### src/rtl/timeout_arbiter.sv
// ============================================================================
// timeout_arbiter
// ----------------------------------------------------------------------------
// Shares one down-counter among NREQ requesters. Each requester holds its req
// bit high to ask for a timeout window of len[i] cycles. A round-robin
// arbiter picks one owner in IDLE. The owner then holds grant for the whole
// window and receives a one-cycle timeout_pulse when the window expires.
// The owner can drop req or raise cancel to abandon the window early.
// Deasserting enable returns the block to IDLE at any time.
//
// Parameters
//   NREQ  number of requesters (2..8)
//   CW    counter / window-length width in bits
//
// Ports
//   clock          in   rising-edge clock for all state
//   rst_n          in   asynchronous active-low reset
//   enable         in   global enable; low forces IDLE on the next edge
//   req            in   [NREQ]     per-requester level request
//   cancel         in   [NREQ]     per-requester abort (owner only)
//   len            in   [NREQ*CW]  per-requester window length, slice i at [i*CW +: CW]
//   grant          out  [NREQ]     one-hot owner while counting, else zero
//   timeout_pulse  out  [NREQ]     one-cycle expiry strobe to the owner
//   busy           out             high whenever the FSM is not in IDLE
//   active_id      out  [clog2]    index of the current or most recent owner
// ============================================================================
module timeout_arbiter #(
    parameter int NREQ = 4,
    parameter int CW   = 32
) (
    input  logic                      clock,
    input  logic                      rst_n,
    input  logic                      enable,
    input  logic [NREQ-1:0]           req,
    input  logic [NREQ-1:0]           cancel,
    input  logic [NREQ*CW-1:0]        len,
    output logic [NREQ-1:0]           grant,
    output logic [NREQ-1:0]           timeout_pulse,
    output logic                      busy,
    output logic [$clog2(NREQ)-1:0]   active_id
);

    localparam int IDW = $clog2(NREQ);

    // FSM encoding
    localparam logic [1:0] ST_IDLE  = 2'd0;
    localparam logic [1:0] ST_COUNT = 2'd1;
    localparam logic [1:0] ST_DONE  = 2'd2;

    logic [1:0]     state_q,     state_d;
    logic [CW-1:0]  cnt_q,       cnt_d;
    logic [IDW-1:0] active_id_q, active_id_d;

    // ------------------------------------------------------------------------
    // Round-robin winner search. The search starts one past the last owner so
    // that a requester that just finished goes to the back of the queue.
    // ------------------------------------------------------------------------
    logic           any_req;
    logic           winner_found;
    logic [IDW-1:0] winner_idx;

    always_comb begin
        // NOTE: every variable assigned here gets a default first, so no path
        // can leave it unassigned and infer a latch.
        winner_found = 1'b0;
        winner_idx   = '0;
        for (int k = 0; k < NREQ; k++) begin
            int cand;
            cand = int'(active_id_q) + 1 + k;
            // cand is at most 2*NREQ-1, so one subtraction is a full modulo.
            if (cand >= NREQ) begin
                cand = cand - NREQ;
            end
            if (!winner_found && req[cand]) begin
                winner_found = 1'b1;
                winner_idx   = cand[IDW-1:0];
            end
        end
    end

    assign any_req = |req;

    // ------------------------------------------------------------------------
    // Length of the winning requester. A zero length would otherwise make the
    // counter wrap on its first decrement, so it is promoted to one cycle.
    // ------------------------------------------------------------------------
    logic [CW-1:0] len_win;
    logic [CW-1:0] len_load;

    always_comb begin
        len_win = '0;
        for (int k = 0; k < NREQ; k++) begin
            if (winner_idx == IDW'(k)) begin
                len_win = len[k*CW +: CW];
            end
        end
    end

    assign len_load = (len_win == '0) ? CW'(1) : len_win;

    // ------------------------------------------------------------------------
    // Owner abort: only the current owner's cancel and req bits matter here;
    // activity from other requesters cannot disturb a running window.
    // ------------------------------------------------------------------------
    logic owner_abort;

    assign owner_abort = cancel[active_id_q] | ~req[active_id_q];

    // ------------------------------------------------------------------------
    // Next-state logic
    // ------------------------------------------------------------------------
    always_comb begin
        state_d     = state_q;
        cnt_d       = cnt_q;
        active_id_d = active_id_q;

        case (state_q)
            ST_IDLE: begin
                if (enable && any_req && winner_found) begin
                    state_d     = ST_COUNT;
                    cnt_d       = len_load;
                    active_id_d = winner_idx;
                end
            end

            ST_COUNT: begin
                // An abort takes priority over expiry, so a cancel arriving in
                // the last counting cycle suppresses the pulse.
                if (owner_abort) begin
                    state_d = ST_IDLE;
                    cnt_d   = '0;
                end else if (cnt_q == CW'(1)) begin
                    state_d = ST_DONE;
                    cnt_d   = '0;
                end else begin
                    cnt_d   = cnt_q - CW'(1);
                end
            end

            ST_DONE: begin
                state_d = ST_IDLE;
            end

            default: begin
                state_d = ST_IDLE;
                cnt_d   = '0;
            end
        endcase

        // Global enable overrides everything; the last owner is remembered so
        // round-robin fairness continues when enable returns.
        if (!enable) begin
            state_d = ST_IDLE;
            cnt_d   = '0;
        end
    end

    // ------------------------------------------------------------------------
    // State registers. active_id resets to the last index so that the first
    // search starts at requester 0.
    // ------------------------------------------------------------------------
    // NOTE: sequential state uses non-blocking assignments so that every
    // register samples pre-edge values regardless of statement order.
    always_ff @(posedge clock or negedge rst_n) begin
        if (!rst_n) begin
            state_q     <= ST_IDLE;
            cnt_q       <= '0;
            active_id_q <= IDW'(NREQ - 1);
        end else begin
            state_q     <= state_d;
            cnt_q       <= cnt_d;
            active_id_q <= active_id_d;
        end
    end

    // ------------------------------------------------------------------------
    // Outputs are decoded from registered state only, so reset clears them
    // immediately and they are glitch-free with respect to the inputs.
    // ------------------------------------------------------------------------
    logic [NREQ-1:0] owner_onehot;

    assign owner_onehot  = NREQ'(1) << active_id_q;
    assign grant         = (state_q == ST_COUNT) ? owner_onehot : '0;
    assign timeout_pulse = (state_q == ST_DONE)  ? owner_onehot : '0;
    assign busy          = (state_q != ST_IDLE);
    assign active_id     = active_id_q;

    // ------------------------------------------------------------------------
    // Structural invariants
    // ------------------------------------------------------------------------
    a_grant_onehot0 : assert property (@(posedge clock) disable iff (!rst_n)
        $onehot0(grant));

    a_pulse_onehot0 : assert property (@(posedge clock) disable iff (!rst_n)
        $onehot0(timeout_pulse));

    a_grant_pulse_exclusive : assert property (@(posedge clock) disable iff (!rst_n)
        (grant & timeout_pulse) == '0);

    a_legal_state : assert property (@(posedge clock) disable iff (!rst_n)
        state_q != 2'd3);

    a_counting_nonzero : assert property (@(posedge clock) disable iff (!rst_n)
        (state_q == ST_COUNT) |-> (cnt_q != '0));

    a_pulse_one_cycle : assert property (@(posedge clock) disable iff (!rst_n)
        (state_q == ST_DONE) |=> (state_q == ST_IDLE));

endmodule

### config.mk
export PLATFORM = sky130hd
export DESIGN_NAME = timeout_arbiter
export DESIGN_NICKNAME = d
export VERILOG_FILES = /design/src/rtl/timeout_arbiter.sv
export SDC_FILE = /design/constraint.sdc
export NUM_CORES = 1
export LEC_CHECK = 0
export CAP_MARGIN = 10
export CORE_UTILIZATION = 45
export CTS_CLUSTER_DIAMETER = 100
export DETAILED_ROUTE_END_ITERATION = 7
export GPL_TIMING_DRIVEN = 1
export MAX_ROUTING_LAYER = met4
export PLACE_DENSITY = 0.82
export SYNTH_ARGS = -nofsm -noshare
export SYNTH_HDL_FRONTEND = slang
export SYNTH_SLANG_ARGS = --single-unit
### constraint.sdc
create_clock -name clock -period 6.4 [get_ports clock]
set_input_delay 1.28 -clock clock [delete_from_list [all_inputs] [get_ports clock]]
set_output_delay 1.28 -clock clock [all_outputs]
set_load 0.005 [all_outputs]
==> results by group, run 1 <==
Floorplan
  • Ports: 150
  • Die Ht: 94.99 µm
  • Effective utilization at floorplan: 0.4689
  • Die Width: 94.99 µm
  • # rows: 33
  • Core footprint: 8299 µm²
  • Die ar.: 9023 µm²

Clocking
  • CTS sink count: 36
  • Post-CTS Setup Inserts: 0
  • Clk slew on worst S/H paths: 80 ps
  • Root Driver: clkbuf_8
  • Post-CTS sizing: 0
  • CTS tree: yes
  • CTS max path bufs: 2
  • Clk_lat worst skew: 300 ps
  • Cts hold-fix bufs: 0
  • CTS HTree Levels: 2
  • Num CTS Buffers: 5

GRT
  • GR Layer Usage met3: 0.06522
  • Antenna violations before repair: 0
  • Tot GR Track Use: 0.3462
  • Vias in the first global route: 4618
  • GRT overflow: 0
  • Met1 usage: 0.4617
  • First-pass GRT wire length: 23380 µm
  • GRT Max-Usage Layer: met2
  • GRT met2 Usage: 0.5258
  • Largest net degree at the start of global routing: 46

STA
  • Final setup fails: 0
  • Worst-Margin Slew: 1233 ps
  • Peak Freq: 211.7 MHz
  • Hold Fails Final Rpt: 0
  • Worst setup margin: 1675 ps
  • Tcrit/Tclk final: 0.7382
  • Min cycle time layout: 4725 ps
  • Setup Skew: 4.450 ps
  • Worst slew margin: 0.1752
  • Pins Over Slew Limit: 0
  • TNS Setup: 0 ps
  • RSZ-0062 raised after global routing: false

Routing
  • Post-Route WL: 15180 µm
  • Vias: 5178
  • DRT iter0 DRCs: 487
  • Routed Antenna Nets: 0
  • DRC violations left: 0
  • DRT Pass-1 Iters: 5
  • Vias/cell: 6.664
  • WL/cell: 19.54 µm

Setup path
  • Arrival time at the worst endpoint: 4970 ps
  • Max incr delay on CP: 680 ps
  • Worst reg-to-reg path cell count: 11
  • Crit-path max FO: 45
  • Setup Crit Path Kind: input pin to flop
  • Required time worst endpoint: 6640 ps
  • Most frequent CP cell: buf_4
  • Cell family contributing the most delay on the critical path: simple AND/OR/NAND/NOR gates
  • Crit. End Element: flop
  • Launch point of the critical path: req[1]
  • Worst r2r src: active_id[0]
  • Ordered cell list for the critical path: clkdlybuf4s50_1 > nor2_2 > buf_4 > or4_1 > buf_4 > nand2_1 > a21oi_1 > a22oi_1 > or4b_2 > nor4_1 > a21o_1
  • CP Depth: 11
  • CP Buf/Inv Count: 3
  • Crit-path slowest cell: or4b_2
  • Critical path startpoint category: input pin

Finish
  • Ant diodes: 0
  • Synth-to-Final Area Change: 42.70%
  • Final non-filler cell total: 777
  • Nets@finish: 816
  • Design area: 5553 µm²
  • Layout cells sized above 1: 0.05804

Pwr
  • Max VDD drop: 0.2696 mV
  • Pwr dens: 420.9 nW/µm²
  • LEAKAGE: 2.155 nW

Min path
  • Hold depth: 2
  • Type of the worst min-delay path: flop to flop
  • Min-delay src: cnt_q[6]

Synthesis
  • Top cells by count, synth: nand2_1 (82), nand3_1 (50), o21ai_0 (50)
  • Leading post-synthesis cells by cell area: dfrtp_1 (22%), nand2_1 (7.9%), nand3_1 (6.4%)
  • Synth Instances: 552
  • Synth cell types: 56
  • Yosys Warn Count: 0
  • Async S/R FF share, synth: 1.000
  • Seq/Total Area, Yosys: 0.2322
  • Seq cells post-synth: 36
  • Mapped Area: 3891 µm²
  • Most common cell in the netlist: nand2_1
  • Yosys top cell by area: dfrtp_1
  • EDFF count, synth: 0
  • Syn_area_per_cell: 7.049 µm²
  • Synth Flop Type: dfrtp_1
  • Synth top area share: 0.2186
  • Syn nets: 697

Placed design
  • DP Worst Slack: 1477 ps
  • Cell total after placement: 768
  • Final GP Congestion: 0.9817
  • Port bufs: 149
  • HPWL Detailed: 11600 µm
  • Area after DPL: 5434 µm²

Outcome
  • Outcome: completed

Run
  • Max-Cap Viols: 0
worst paths after layout:
path | end | slack [ps]
max reg2reg | cnt_q[0] | 2270
max | cnt_q[0] | 1680
min in group asynchronous | cnt_q[13] | 1400
min reg2reg | cnt_q[6] | 480
min | cnt_q[6] | 480
max in group asynchronous | active_id[0] | 4640
metal layers:
metal  up-vias  wire (µm)
met3        34       1597
met5         -          0
met1      2451       6167
met4         0        338
li1       2365          -
met2       328       7078
worst register-to-register path, stage by stage, from the launching register on:
cell and delay (ps):
dfstp_2 660, inv_1 100, ha_1 280, buf_4 340, or4_1 180, buf_4 370
nand2_1 530, a21oi_1 330, a22oi_1 130, or4b_2 680, nor4_1 310, a21o_1 160
report_power, final:
group / switching [mW] / total, mW / internal, mW
logic: 1.02 / 1.67 / 0.649
registers: 0.130 / 0.462 / 0.331
clock network: 0.0895 / 0.205 / 0.115
logic make-up after synthesis:
kind of cell             share of synthesized area
adder cells (fa/ha/maj)                    0.01929
AND/OR/NAND/NOR                             0.3701
flip-flops                                  0.2322
XOR/XNOR                                  0.002251
AO/OA/AOI/OAI                               0.3148
buffers and inverters                      0.06141
state kept, by name (all words and copies together) (netlist names):
signal / cells
active_id: 2
cnt_q: 32
state_q: 2
layout make-up:
class                   count  area (µm²)
clock buffers               5       68.82
clock inverters             3       42.54
fillers                   704        2746
inverters                   7       26.28
multi-input cells         456        2769
flip-flops and latches     36       903.4
well taps                 105       131.4
repair buffers            165        1612
stage by stage:
step                      utilization  hold slack, ps  power [mW]
after CTS                      0.6682           489.4       2.285
final                          0.6691           484.4       2.337
after global routing           0.6691           534.2       2.503
after floorplan                     -           431.9       1.586
after global placement         0.6548           456.2       2.023
after detailed placement       0.6548           471.3       2.072
cell usage in the layout, fill, tap and decap left out, types with 9 or more instances in the layout:
master / count
clkdlybuf4s50_1: 149
nand2_1: 82
o21ai_0: 50
nand3_1: 50
dfrtp_1: 34
a21oi_1: 33
nor4_1: 29
nor3b_1: 20
nor2_1: 20
a221oi_1: 18
a32oi_1: 18
buf_4: 16
nor3_1: 12
and2_1: 11
or3_1: 9
No activity file was read; power rests on OpenSTA's default activity.
==> run 2, diff against run 1 <==
Clock period 6.4 ns to 4.4 ns, I/O delays scaled along.
==> run 2 against run 1 <==
Compared with the run above: count of clock-buffer cells in the layout unchanged; routed wire length down 2.1%; worst hold slack lost 12 ps; sequential power is 45% higher; die area unchanged; core utilization is 0.36 points higher; sequential cell count unchanged; clock skew grew 3.3 ps; critical path type unchanged; largest power group unchanged.
==> results by group, run 2 (synthesized netlist as in run 1, its figures left out) <==
Outcome
  • Outcome: completed

Setup path
  • Critical path startpoint category: input pin
  • Launch point of the critical path: req[0]
  • Required time worst endpoint: 4630 ps (-2010 ps)
  • Arrival time at the worst endpoint: 4080 ps (-890 ps)
  • Crit-path max FO: 45 (unchanged)
  • Worst reg-to-reg path cell count: 11 (unchanged)
  • Crit. End Element: flop
  • Worst Setup EP: cnt_q[0]
  • Reg-to-Reg End: cnt_q[0]
  • R2R setup slack: 650 ps (-1620 ps)
  • Worst r2r src: active_id[0]
  • Setup Crit Path Kind: input pin to flop

Routing
  • Routed Antenna Nets: 0 (unchanged)
  • Vias: 5090 (-1.7%)
  • DRT Pass-1 Iters: 5 (unchanged)
  • Post-Route WL: 14870 µm (-2.1%)
  • WL/cell: 19.04 µm (-2.6%)
  • DRC violations left: 0 (unchanged)
  • Vias/cell: 6.517 (-2.2%)
  • DRT iter0 DRCs: 426 (-13%)

GRT
  • First-pass GRT wire length: 23560 µm (+0.74%)
  • Antenna violations before repair: 0 (unchanged)
  • Tot GR Track Use: 0.3460 (about the same)
  • Largest net degree at the start of global routing: 46 (unchanged)
  • Vias in the first global route: 4711 (+2.0%)
  • GRT overflow: 0 (unchanged)

Finish
  • Layout cells sized above 1: 0.06361 (+0.005574)
  • Final non-filler cell total: 781 (+0.51%)
  • Top reg by flops: cnt_q
  • Max FFs per register: 32 (unchanged)
  • Nets@finish: 820 (+0.49%)
  • Commonest non-fill, non-tap cell in the layout: clkdlybuf4s50_1
  • Final Util: 0.6727 (+0.003618)
  • Synth-to-Final Area Change: 43.47%
  • Most frequent cells in the layout: clkdlybuf4s50_1 (149), nand2_1 (82), o21ai_0 (50), nand3_1 (50), dfrtp_1 (34)
  • Ant diodes: 0 (unchanged)
  • Filler cells: 673 (-4.4%)

Clocking
  • CTS tree: yes
  • Post-CTS sizing: 0 (unchanged)
  • Clk slew on worst S/H paths: 80 ps (about the same)
  • Clk_lat worst skew: 290 ps (about the same)
  • CTS max path bufs: 2 (unchanged)
  • Num CTS Buffers: 5 (unchanged)
  • CTS HTree Levels: 2 (unchanged)
  • CTS sink count: 36 (unchanged)
  • Cts hold-fix bufs: 0 (unchanged)
  • Root Driver: clkbuf_8
  • Post-CTS Setup Inserts: 0 (unchanged)

STA
  • Tcrit/Tclk final: 0.8736
  • TNS Setup: 0 ps (unchanged)
  • Setup Skew: 7.720 ps (+3.269 ps)
  • Worst-Margin Slew: 1167 ps (-65.65 ps)
  • Peak Freq: 260.1 MHz
  • Worst hold slack: 472.0 ps (-12.37 ps)
  • Final setup fails: 0 (unchanged)
  • Min cycle time layout: 3844 ps
  • Worst slew margin: 0.2192 (+0.04393)
  • Hold Fails Final Rpt: 0 (unchanged)
  • RSZ-0062 raised after global routing: false
  • Pins Over Slew Limit: 0 (unchanged)

Placed design
  • HPWL Detailed: 11430 µm (-1.4%)
  • Final GP Congestion: 0.9829 (+0.12%)
  • Port bufs: 149 (unchanged)
  • Cell total after placement: 773 (+0.65%)

Floorplan
  • Ports: 150 (unchanged)
  • Die Ht: 94.99 µm (unchanged)
  • Die Width: 94.99 µm (unchanged)
  • Core footprint: 8299 µm² (unchanged)
  • Die ar.: 9023 µm² (unchanged)
  • # rows: 33 (unchanged)
  • Effective utilization at floorplan: 0.4689 (unchanged)

Pwr
  • LEAKAGE: 2.175 nW (+0.91%)
  • Pwr dens: 607.4 nW/µm² (+44%)
  • Final Power: 3.391 mW (+45%)
  • Max VDD drop: 0.3603 mV (+34%)

Min path
  • Type of the worst min-delay path: flop to flop
  • Min-delay src: cnt_q[6]

Run
  • Max-Cap Viols: 0 (unchanged)
[run 2: cell types whose count changed in the layout (fill, tap and decap cells not counted)]
| cell | change |
|---|---|
| buf_4 | +4 |
[run 2: layout make-up]
type | count | area, µm² | share of cell area
repair buffers | 169 | 1642 | 0.2940
inverters | 7 | 26.28 | 0.004706
well taps | 105 | 131.4 | 0.02353
flip-flops and latches | 36 | 903.4 | 0.1618
clock buffers | 5 | 68.82 | 0.01233
clock inverters | 3 | 42.54 | 0.007620
multi-input cells | 456 | 2769 | 0.4960
[run 2: metrics by stage]
step	worst slack (ps)	instance area, µm²
detailed placement	331.3	5472
global route	285.9	5583
CTS	625.0	5583
floorplan	1110	3891
finish	556.0	5583
global placement	422.6	5472
[run 2: how the worst min path moves through the flow]
stage | endpoint | slack [ps] | depth (start not counted)
2_1_floorplan | cnt_q[6] | 430 | 2
3_3_place_gp | cnt_q[6] | 450 | 2
3_5_place_dp | cnt_q[6] | 460 | 2
4_1_cts | cnt_q[6] | 480 | 2
5_1_grt | cnt_q[6] | 500 | 2
6_report | cnt_q[6] | 470 | 2
[run 2: where the power goes]
group	switching, mW	internal (mW)
Sequential	0.186	0.482
Clock	0.130	0.168
Combinational	1.46	0.967
[run 2: worst max-delay path, stage by stage]
cell and delay [ps]:
clkdlybuf4s50_1 530, nor2b_1 190, or4b_1 130, buf_4 360, nand2_1 420, a21oi_1 300
a22oi_1 120, or4b_2 640, nor4_1 330, a21o_1 170
[run 2: per-layer routing]
metal / up-vias / share of wire / GRT usage
met5: - / 0 / -
li1: 2370 / - / -
met3: 31 / 0.10 / 0.06039
met2: 319 / 0.45 / 0.5264
met1: 2370 / 0.42 / 0.4670
met4: 0 / 0.024 / 0.1023
==> edit 1, RTL diff (config.mk and constraints of run 2) <==
Set the parameter `NREQ` to 8 (it was 4).
--- a/src/rtl/timeout_arbiter.sv
+++ b/src/rtl/timeout_arbiter.sv
@@ -26,5 +26,5 @@
 // ============================================================================
 module timeout_arbiter #(
-    parameter int NREQ = 4,
+    parameter int NREQ = 8,
     parameter int CW   = 32
 ) (
Interface: changed (6 resized); port bits go from 150 to 295. The function was not compared with the original's and may differ.
==> edit 1 against run 2 <==
  * Final area rose by 100%
  * Critical endpoint unchanged
  * The flow now finishes with violations (negative setup slack)
  * Synthesized area grew 55%
  * Critical path type is now reg -> reg
  * Routed wire length increased by 140%
  * Setup slack worse by 0.60 ns
  * Core utilization is 20 points higher
  * Sequential cell count grew 1
  * Critical path depth rose by 11
Power is left out: the tool's default activity adds up to more than one toggle a clock period on the data nets, which glitch-free logic cannot reach.
==> edit 1: results (changes against run 2) <==
stage;metric;value;unit;change
status;status;finished, violations left;;
status;violations;negative setup slack;;
global_routing;grt_first_pass_wirelength;49.5;mm;+110%
yosys;seq_area_frac_synth;15.4;%;-7.8 points
worst_setup_path;cp_max_fo;19;;-58%
global_routing;grt_antenna_before_repair;3;;+3
sta;layout_setup_ws;-0.0462;ns;-0.602 ns
sta;worst_slew_pin_slew;0.987;ns;-0.180 ns
sta;fin_worst_skew;0.00830;ns;+0.000580 ns
global_routing;grt_pass1_vias;8892;;+89%
placed_design;dpl_worst_slack;-0.550;ns;-0.881 ns
final_layout;drive_gt1_share;26.5;%;+20 points
worst_hold_path;hp-start;cnt_q[3];;
yosys;synthCells;813;;+47%
drt;routedWlPerCell;25.4;um;+33%
sta;finalSetupViolCount;1;;+1
final_layout;final.fill_count;709;;+5.3%
sta;final.setup.tns;-0.0462;ns;-0.0462 ns
placed_design;dpl-instance-area;10300;um2;+88%
yosys;synth_compound_area_share;32.2;%;+0.69 points
global_routing;grt_max_degree;38;;-17%
worst_setup_path;ff2ff_path_depth;21;;+10
yosys;yosys-top-cells-area;dfrtp_1 (14%), mux2i_1 (11%), nand2_1 (7.2%), o21ai_0 (5.1%), a21oi_1 (4.7%);;
yosys;synth_xor_area_share;2.28;%;+2.1 points
placed_design;numPortBuffers;294;;+97%
yosys;syn_nets;1097;;+57%
yosys;synth-adder-area-share;1.86;%;-0.065 points
[edit 1: changes by cell type after synthesis, sizes merged, moves of 13 or more]
cell and change:
mux2i +65, nand2 +34, nor2 +28, mux2 +25
a21oi +24, nor3b -20, nor4 -19, o22ai +19
o21ai +16, inv +15, buf +13, nand3 -13
[edit 1: worst max-delay path, stage by stage, from the launching register on]
cell	delay, ns
dfstp_2	0.58
buf_6	0.15
inv_1	0.09
ha_4	0.33
buf_6	0.20
nand2_1	0.09
o22ai_1	0.26
o21bai_4	0.11
a211oi_2	0.35
buf_4	0.18
and3_2	0.24
nor3_4	0.07
buf_12	0.16
buf_6	0.13
buf_4	0.13
buf_4	0.16
nand2_1	0.08
a21oi_1	0.07
o22a_1	0.27
nor4_2	0.30
nand4_1	0.14
o31ai_1	0.26
[edit 1: what timing repair did]
action / in CTS / in global routing
hold buffers: 0 / 0
gates resized for setup: 18 / 91
setup buffers: 4 / 21
gates cloned: 0 / 7
endpoints found under the setup margin: 14 / 24
pin swaps: 5 / 31
hold endpoints to repair: 0 / 0
[edit 1: routing by layer]
| metal | wire length, um | GRT usage, % | vias to the layer above |
|---|---|---|---|
| li1 | - | - | 4010 |
| met1 | 11900 | 50.8 | 4403 |
| met2 | 16600 | 79.0 | 862 |
| met3 | 4290 | 9.98 | 295 |
| met4 | 3590 | 35.0 | 0 |
| met5 | 0 | - | - |
[edit 1: layout make-up]
class | instances | area share (%)
multi-input cells | 696 | 46.0
repair buffers | 493 | 41.5
flip-flops and latches | 37 | 8.24
well taps | 172 | 1.91
clock buffers | 7 | 1.26
inverters | 22 | 0.732
clock inverters | 1 | 0.266
diodes | 4 | 0.0888
==> edit 2, RTL diff (flow settings as in run 2) <==
Made on the original files. Register the output `timeout_pulse`; this adds one clock of latency there. The other outputs are not delayed to match. Comments in the files are not updated.
--- a/src/rtl/timeout_arbiter.sv
+++ b/src/rtl/timeout_arbiter.sv
@@ -48,4 +48,6 @@
     localparam logic [1:0] ST_DONE  = 2'd2;
 
+    logic [NREQ-1:0] timeout_pulse_d;
+
     logic [1:0]     state_q,     state_d;
     logic [CW-1:0]  cnt_q,       cnt_d;
@@ -182,5 +184,5 @@
     assign owner_onehot  = NREQ'(1) << active_id_q;
     assign grant         = (state_q == ST_COUNT) ? owner_onehot : '0;
-    assign timeout_pulse = (state_q == ST_DONE)  ? owner_onehot : '0;
+    assign timeout_pulse_d = (state_q == ST_DONE)  ? owner_onehot : '0;
     assign busy          = (state_q != ST_IDLE);
     assign active_id     = active_id_q;
@@ -193,8 +195,8 @@
 
     a_pulse_onehot0 : assert property (@(posedge clock) disable iff (!rst_n)
-        $onehot0(timeout_pulse));
+        $onehot0(timeout_pulse_d));
 
     a_grant_pulse_exclusive : assert property (@(posedge clock) disable iff (!rst_n)
-        (grant & timeout_pulse) == '0);
+        (grant & timeout_pulse_d) == '0);
 
     a_legal_state : assert property (@(posedge clock) disable iff (!rst_n)
@@ -207,4 +209,8 @@
         (state_q == ST_DONE) |=> (state_q == ST_IDLE));
 
+    always_ff @(posedge clock) begin
+        timeout_pulse <= timeout_pulse_d;
+    end
+
 endmodule
 
Formal check against the unedited RTL: not equivalent (Yosys sat finds a counterexample within 4 cycles, from zero or initial values and one cycle with rst_n low).
==> edit 2 against run 2 <==
  * Synthesized cell count down 28%
  * Synthesized area down 10%
  * Final cell count is 19% lower
  * Non-clock buffer count fell by 11
  * Power decreased by 18%
  * Sequential cell count increased by 4
  * Sequential power fell by 1%
  * Setup slack improved by 0.24 ns
  * Routed wire length fell by 9.1%
  * Final area fell by 6.0%
  * Largest power group unchanged
==> edit 2: results (changes against run 2) <==
stage;metric;value;unit;change
status;status;completed;;
placed_design;dpl.hpwl;10.8;mm;-5.8%
global_routing;grtUsageTotal;33.5;%;-1.1 points
yosys;yosys-top-cells-area;mux2i_1 (28%), dfrtp_1 (24%), a221o_1 (4.0%), o21ai_0 (4.0%), nand2_1 (4.0%);;
yosys;seq_area_frac_synth;28.2;%;+4.9 points
global_routing;grt_pass1_vias;3549;;-25%
worst_setup_path;cp_max_fo;21;;-53%
global_routing;grt_first_pass_wirelength;20.7;mm;-12%
worst_setup_path;ff2ff_path_depth;8;;-3
worst_hold_path;holdPathStages;1;;-1
pwr;ir_worst_vdd;0.313;mV;-13%
worst_setup_path;cpPeakStageDelay;0.55;ns;-0.09 ns
worst_setup_path;reg2reg_slack;0.79;ns;+0.14 ns
drt;drt-total-wl;13.5;mm;-9.1%
yosys;synthArstFlopShare;90.0;%;-10 points
drt;avgViaCountPerCell;6.08;;-6.7%
worst_setup_path;reg2reg_to;cnt_q[23];;
yosys;ys_top_cells_by_count;mux2i_1 (97), nand2_1 (37), dfrtp_1 (34);;
worst_hold_path;min_to;cnt_q[14];;
sta;max_slew_margin;38.1;%;+16 points
final_layout;final_nets;678;;-17%
worst_setup_path;slowest_stage;or4_1;;
final_layout;drive_gt1_share;6.55;%;+0.19 points
global_routing;grt_antenna_before_repair;1;;+1
global_routing;grt_max_degree;40;;-13%
==> edit 2: changes by cell type after synthesis, moves of 9 or more <==
| cell | before | now |
|---|---|---|
| a21oi_1 | 33 | 16 |
| a221oi_1 | 18 | 1 |
| a32oi_1 | 18 | 0 |
| buf_2 | 11 | 2 |
| clkbuf_1 | 36 | 15 |
| mux2i_1 | 0 | 97 |
| nand2_1 | 82 | 37 |
| nand3_1 | 50 | 4 |
| nor3b_1 | 20 | 2 |
| nor4_1 | 30 | 21 |
| o21ai_0 | 50 | 28 |
==> edit 2: routing by layer <==
layer,vias up,part of all wire [%],GRT usage (%)
met4,0,1.6,7.53
met2,215,44,48.5
li1,1779,-,-
met3,21,7.7,5.92
met5,-,0,-
met1,1840,46,48.4
==> edit 2: final cells by class <==
type	instances	area [um2]
Multi-Input combinational cell	320	2370
Fill cell	566	2120
Timing Repair Buffer	158	1580
Sequential cell	40	983
Tap cell	99	124
Clock inverter	3	90.1
Clock buffer	5	68.8
Inverter	8	30.0
Antenna cell	1	2.50
==> edit 2: metrics by stage <==
step	total power, mW	area (um2)	worst slack (ns)	instances
final	2.78	5250	0.793	634
after global routing	2.92	5250	0.588	634
after CTS	2.75	5250	0.827	633
after detailed placement	2.32	5090	0.730	625
after global placement	2.28	5090	0.785	625
after floorplan	1.76	3490	1.01	397
==> edit 2: report_power, final <==
group          switching (mW)  internal, mW  total [mW]
clock network           0.141         0.284       0.425
registers               0.161         0.498       0.659
logic                   0.920         0.776        1.70
total                    1.22          1.56        2.78
==> edit 2: worst reg2reg max path, stage by stage, from the launching register on <==
cell and delay [ns]:
dfrtp_1 0.45, or4_4 0.53, or4_1 0.55, nor4_1 0.46
nand3_1 0.16, nand2b_1 0.49, buf_4 0.36, o21ai_0 0.15
a221o_1 0.35
==> edit 2: worst max path at each step <==
| stage | start | end | slack (ns) |
|---|---|---|---|
| after floorplan | active_id[0] | cnt_q[0] | 1.01 |
| after global placement | req[1] | cnt_q[0] | 0.79 |
| after detailed placement | req[1] | cnt_q[0] | 0.73 |
| after CTS | cnt_q[10] | cnt_q[23] | 0.83 |
| after global routing | cnt_q[8] | cnt_q[23] | 0.59 |
| final | cnt_q[8] | cnt_q[23] | 0.79 |
==> edit 2: logic make-up (layout without fill, tap and decap cells) <==
kind of cell / after synthesis / in the layout / share of synthesized area, %
other cells: 0 / 1 / 0
mux: 97 / 97 / 27.8
fa+ha+maj: 6 / 6 / 2.15
simple gates: 134 / 134 / 20.6
flops: 40 / 40 / 28.2
compound gates: 83 / 83 / 16.7
buf+inv: 37 / 174 / 4.62
